## config.mk

```make
export PLATFORM = sky130hd
export DESIGN_NAME = univ_shift_reg
export DESIGN_NICKNAME = d
export VERILOG_FILES = /design/src/rtl/univ_shift_reg_pkg.sv /design/src/rtl/univ_shift_reg_sat_counter.sv /design/src/rtl/univ_shift_reg.sv
export SDC_FILE = /design/constraint.sdc
export NUM_CORES = 1
export LEC_CHECK = 0
export BUFFER_PORTS_ARGS = -buffer_cell sky130_fd_sc_hd__buf_2
export CAP_MARGIN = 5
export CORE_MARGIN = 2
export CORE_UTILIZATION = 45
export CTS_CLUSTER_SIZE = 14
export DETAILED_ROUTE_END_ITERATION = 8
export MAX_ROUTING_LAYER = met4
export PLACE_DENSITY = 0.76
export SLEW_MARGIN = 40
export SYNTH_ARGS = -nofsm -noshare
export SYNTH_HDL_FRONTEND = slang
export SYNTH_HIERARCHICAL = 1
export SYNTH_SLANG_ARGS = --single-unit
```

## constraint.sdc

```tcl
create_clock -name clock -period 2.3 [get_ports clock]
set_input_delay 0.69 -clock clock [delete_from_list [all_inputs] [get_ports clock]]
set_output_delay 0.69 -clock clock [all_outputs]
set_load 0.02 [all_outputs]
```

## src/rtl/univ_shift_reg_pkg.sv

```systemverilog
// Shared mode encodings and width helper for the universal shift register.
package univ_shift_reg_pkg;

  localparam logic [2:0] MODE_HOLD  = 3'b000;
  localparam logic [2:0] MODE_SHL   = 3'b001;
  localparam logic [2:0] MODE_SHR   = 3'b010;
  localparam logic [2:0] MODE_ROL   = 3'b011;
  localparam logic [2:0] MODE_ROR   = 3'b100;
  localparam logic [2:0] MODE_LOAD  = 3'b101;
  localparam logic [2:0] MODE_CLEAR = 3'b110;

  function automatic int unsigned cnt_w(input int unsigned width);
    return $clog2(width + 1);
  endfunction

endpackage

```

## src/rtl/univ_shift_reg_sat_counter.sv

```systemverilog
// Saturating up-counter with clear and a registered pulse on reaching MAX.
module sat_counter
  import univ_shift_reg_pkg::*;
#(
  parameter int unsigned MAX = 8,
  localparam int unsigned W = cnt_w(MAX)
) (
  input  logic         clock,
  input  logic         rstn,
  input  logic         clr,
  input  logic         inc,
  output logic [W-1:0] cnt,
  output logic         done
);

  localparam logic [W-1:0] MAX_V    = W'(MAX);
  localparam logic [W-1:0] MAX_M1_V = W'(MAX - 1);

  // done fires only on the MAX-1 -> MAX transition, so saturation cannot re-arm it
  always_ff @(posedge clock) begin
    if (!rstn) begin
      cnt  <= '0;
      done <= 1'b0;
    end else begin
      done <= 1'b0;
      if (clr) begin
        cnt <= '0;
      end else if (inc && (cnt < MAX_V)) begin
        cnt  <= cnt + W'(1);
        done <= (cnt == MAX_M1_V);
      end
    end
  end

endmodule

```

## src/rtl/univ_shift_reg.sv

```systemverilog
// WIDTH-bit universal register: hold, shift, rotate, load, clear, plus shift tracking.
module univ_shift_reg
  import univ_shift_reg_pkg::*;
#(
  parameter int unsigned     WIDTH       = 8,
  parameter logic [WIDTH-1:0] RESET_VALUE = '0,
  localparam int unsigned    CW          = cnt_w(WIDTH)
) (
  input  logic             clock,
  input  logic             rstn,
  input  logic             en,
  input  logic [2:0]       mode,
  input  logic [WIDTH-1:0] d,
  input  logic             sin_r,
  input  logic             sin_l,
  output logic [WIDTH-1:0] Q,
  output logic             sout_l,
  output logic             sout_r,
  output logic [CW-1:0]    shift_cnt,
  output logic             done
);

  logic is_shift;
  logic is_reload;

  always_comb begin
    is_shift  = 1'b0;
    is_reload = 1'b0;
    if (en) begin
      is_shift  = (mode == MODE_SHL) || (mode == MODE_SHR) ||
                  (mode == MODE_ROL) || (mode == MODE_ROR);
      is_reload = (mode == MODE_LOAD) || (mode == MODE_CLEAR);
    end
  end

  // reserved encoding 3'b111 falls into the default hold
  always_ff @(posedge clock) begin
    if (!rstn) begin
      Q <= RESET_VALUE;
    end else if (en) begin
      case (mode)
        MODE_SHL:   Q <= {Q[WIDTH-2:0], sin_r};
        MODE_SHR:   Q <= {sin_l, Q[WIDTH-1:1]};
        MODE_ROL:   Q <= {Q[WIDTH-2:0], Q[WIDTH-1]};
        MODE_ROR:   Q <= {Q[0], Q[WIDTH-1:1]};
        MODE_LOAD:  Q <= d;
        MODE_CLEAR: Q <= RESET_VALUE;
        default:    Q <= Q;
      endcase
    end
  end

  assign sout_l = Q[WIDTH-1];
  assign sout_r = Q[0];

  sat_counter #(.MAX(WIDTH)) u_cnt (
    .clock (clock),
    .rstn  (rstn),
    .clr   (is_reload),
    .inc   (is_shift),
    .cnt   (shift_cnt),
    .done  (done)
  );

endmodule

```

==> impl_metrics.json <==
{
  "status": "completed",
  "postCtsSetupBuffers": 0,
  "first_global_vias": 627,
  "clockPowerShare_pct": 27.0,
  "numCtsBuffers": 3,
  "cts_tree": "built",
  "critPathMaxFanout": 9,
  "crit_path_start": "mode[0]",
  "grt_setup_unrepaired": "no",
  "final_antenna_net_count": 0,
  "leak_pwr_nw": 0.396,
  "clock-skew-final_ns": 0.00132,
  "gr-total-overflow": 0,
  "clock_sinks": 13,
  "placed_cells_incl_taps": 120,
  "critical_path_arrival_ns": 1.82,
  "die_width_um": 44.5,
  "floorplan.io_pins": 31,
  "finalWeightedCongestion": 0.815,
  "clk_latency_ns": 0.27,
  "synth_cell_types": 30,
  "swShare_pct": 30.4,
  "synth_flop_cell": "sky130_fd_sc_hd__dfxtp_1",
  "final-max-slew-violation-count": 0,
  "clock_path_buffers": 2,
  "grt_start_max_net_pins": 16,
  "setup_total_negative_slack_ns": 0,
  "cts.reportedPaths.clkPinSlew_ns": 0.08,
  "ys_seq_elements": 13,
  "worst-slew-pin-transition_ns": 0.378,
  "root_buffer": "sky130_fd_sc_hd__clkbuf_4",
  "layout.cells.most_common_list": "sky130_fd_sc_hd__buf_2, sky130_fd_sc_hd__dfxtp_1, sky130_fd_sc_hd__o21ai_0, sky130_fd_sc_hd__a21oi_1, sky130_fd_sc_hd__nor2_1",
  "wirelength_um": 1580,
  "synthesized_cell_area_um2": 737,
  "clock_tree.htree_level_count": 1,
  "slew-limit-headroom_pct": 74.7,
  "die_height_um": 44.5,
  "worst-endpoint-required_ns": 2.46,
  "worst_r2r_path_depth": 4,
  "final_cells": 124,
  "hold_class": "reg -> reg",
  "cts-resized-gates": 0,
  "placementRows": 14,
  "core_region_area_mm2": 0.00152,
  "antennaDiodeCount": 0,
  "count_of_warnings_emitted_by_yosys": 6,
  "finalHoldViolCount": 0,
  "worstSetupEndpointType": "register",
  "combinationalPowerShare_pct": 23.5,
  "dp.final_hpwl_um": 1210,
  "post_synth_inst_count": 80,
  "setup.worst_path.start_class": "input port",
  "postLayoutCellArea_um2": 873,
  "max_freq_ghz": 0.604,
  "netSwitchingPower_mw": 0.156,
  "initial_core_util_pct": 48.4,
  "portBuffers": 30,
  "r2r-end": "Q[0]",
  "worst-setup-path-type": "in -> reg",
  "timing.max_cap.violations": 0,
  "async_reset_ff_share_pct": 0,
  "max-vdd-ir-drop_mv": 0.464,
  "setup.worst_path.end": "u_cnt/cnt[1]",
  "intPower_mw": 0.356,
  "syn_avg_cell_area_um2": 9.21,
  "number_of_synthesized_flops_with_an_enable_pin": 0,
  "ff2ff_setup_slack_ns": 1.22,
  "route.vias.total": 713,
  "post_drt_via_cell_ratio": 5.75,
  "layout_worst_path_cycle_share_pct": 72.0,
  "synthesis.nets": 97,
  "layout.cells.most_common": "sky130_fd_sc_hd__buf_2",
  "syn_to_final_growth_pct": 18.5,
  "drt_pass1_iterations": 4,
  "timing.final.setup_violations": 0,
  "remaining_drc_errors": 0,
  "fin_crit_ns": 1.66,
  "power_density_mw_per_mm2": 587,
  "fraction_of_layout_cells_with_a_size_suffix_above_1_pct": 38.0,
  "critical_path.reg2reg.startpoint": "Q[7]",
  "nNetsFinal": 126,
  "cts_hold_repair.buffers": 0,
  "antenna_found_initial": 0,
  "place_area_um2": 847,
  "dr.first_iter.drc_count": 20,
  "finalHoldWorstSlack_ns": 0.512,
  "seq_area_frac_synth_pct": 35.3,
  "grtUsageTotal_pct": 18.2,
  "drt-wirelength-per-cell_um": 12.8,
  "sequentialPowerShare_pct": 49.4,
  "die_ar_mm2": 0.00198,
  "grt_first_pass_wirelength_um": 2620
}
## cell families after synthesis
| family | after synthesis | synth area share [%] |
|---|---|---|
| AO/OA/AOI/OAI | 32 | 29.2 |
| AND/OR/NAND/NOR | 22 | 18.8 |
| flip-flops | 13 | 35.3 |
| buffers and inverters | 7 | 8.66 |
| XOR/XNOR | 3 | 3.57 |
| multiplexers | 2 | 2.72 |
| adder cells (fa/ha/maj) | 1 | 1.70 |
## synth_stat cells, types with 2 or more instances
| cell type | n | area share [%] |
|---|---|---|
| sky130_fd_sc_hd__a221oi_1 | 2 | 2.4 |
| sky130_fd_sc_hd__nor2_1 | 7 | 3.6 |
| sky130_fd_sc_hd__nand2_1 | 2 | 1.0 |
| sky130_fd_sc_hd__o21ai_0 | 8 | 5.4 |
| sky130_fd_sc_hd__mux2i_1 | 2 | 2.7 |
| sky130_fd_sc_hd__o21ai_1 | 2 | 1.4 |
| sky130_fd_sc_hd__a21oi_1 | 8 | 5.4 |
| sky130_fd_sc_hd__nand2b_1 | 3 | 2.5 |
| sky130_fd_sc_hd__buf_4 | 2 | 2.0 |
| sky130_fd_sc_hd__a21oi_2 | 2 | 2.4 |
| sky130_fd_sc_hd__a222oi_1 | 5 | 6.8 |
| sky130_fd_sc_hd__buf_6 | 4 | 6.1 |
| sky130_fd_sc_hd__dfxtp_1 | 13 | 35 |
| sky130_fd_sc_hd__nand3b_1 | 3 | 3.1 |
| sky130_fd_sc_hd__xor2_1 | 2 | 2.4 |
## flip-flops by register name (all words and copies together), names as in the netlist
name,count
u_cnt/cnt,4
u_cnt/done,1
Q,8
## worst max-delay path, stage by stage
cell and delay, ns:
sky130_fd_sc_hd__buf_2 0.15, sky130_fd_sc_hd__or3_4 0.40, sky130_fd_sc_hd__and3_2 0.23, sky130_fd_sc_hd__nor2b_4 0.14
sky130_fd_sc_hd__mux2i_1 0.14, sky130_fd_sc_hd__nor2_1 0.06
## stage by stage
stage / utilization, % / worst slack, ns / total power, mW
after floorplan: - / 0.464 / 0.348
after global placement: 55.6 / 0.395 / 0.377
after detailed placement: 55.6 / 0.358 / 0.380
after CTS: 57.3 / 0.654 / 0.517
after global routing: 57.3 / 0.622 / 0.550
final: 57.3 / 0.643 / 0.513
## final cells by class
| type | count | area (um2) |
|---|---|---|
| Sequential cell | 13 | 260 |
| Fill cell | 159 | 651 |
| Timing Repair Buffer | 30 | 150 |
| Multi-Input combinational cell | 60 | 413 |
| Tap cell | 16 | 20.0 |
| Inverter | 1 | 3.75 |
| Clock buffer | 4 | 26.3 |
## power groups by stage
stage | Clock [mW] | Combinational, mW | Sequential (mW)
after global routing | 0.161 | 0.133 | 0.256
after CTS | 0.142 | 0.121 | 0.253
after global placement | 0 | 0.119 | 0.258
final | 0.139 | 0.121 | 0.253
after floorplan | 0 | 0.0747 | 0.273
after detailed placement | 0 | 0.121 | 0.259
## worst min-delay path by stage
stage	slack (ns)	cells after the start	from	endpoint
2_1_floorplan	0.57	2	Q[3]	Q[2]
6_report	0.51	2	Q[3]	Q[2]
4_1_cts	0.52	2	Q[3]	Q[2]
3_5_place_dp	0.51	2	Q[3]	Q[2]
3_3_place_gp	0.50	2	Q[3]	Q[2]
5_1_grt	0.55	2	u_cnt/cnt[2]	u_cnt/done
## layer usage
layer	vias to the layer above	GRT usage, %	routed length [um]
met4	0	3.64	7
met1	320	21.6	679
met5	-	-	0
met2	28	29.6	775
met3	2	6.53	121
li1	363	-	-
Power figures use the tool's default switching activity.
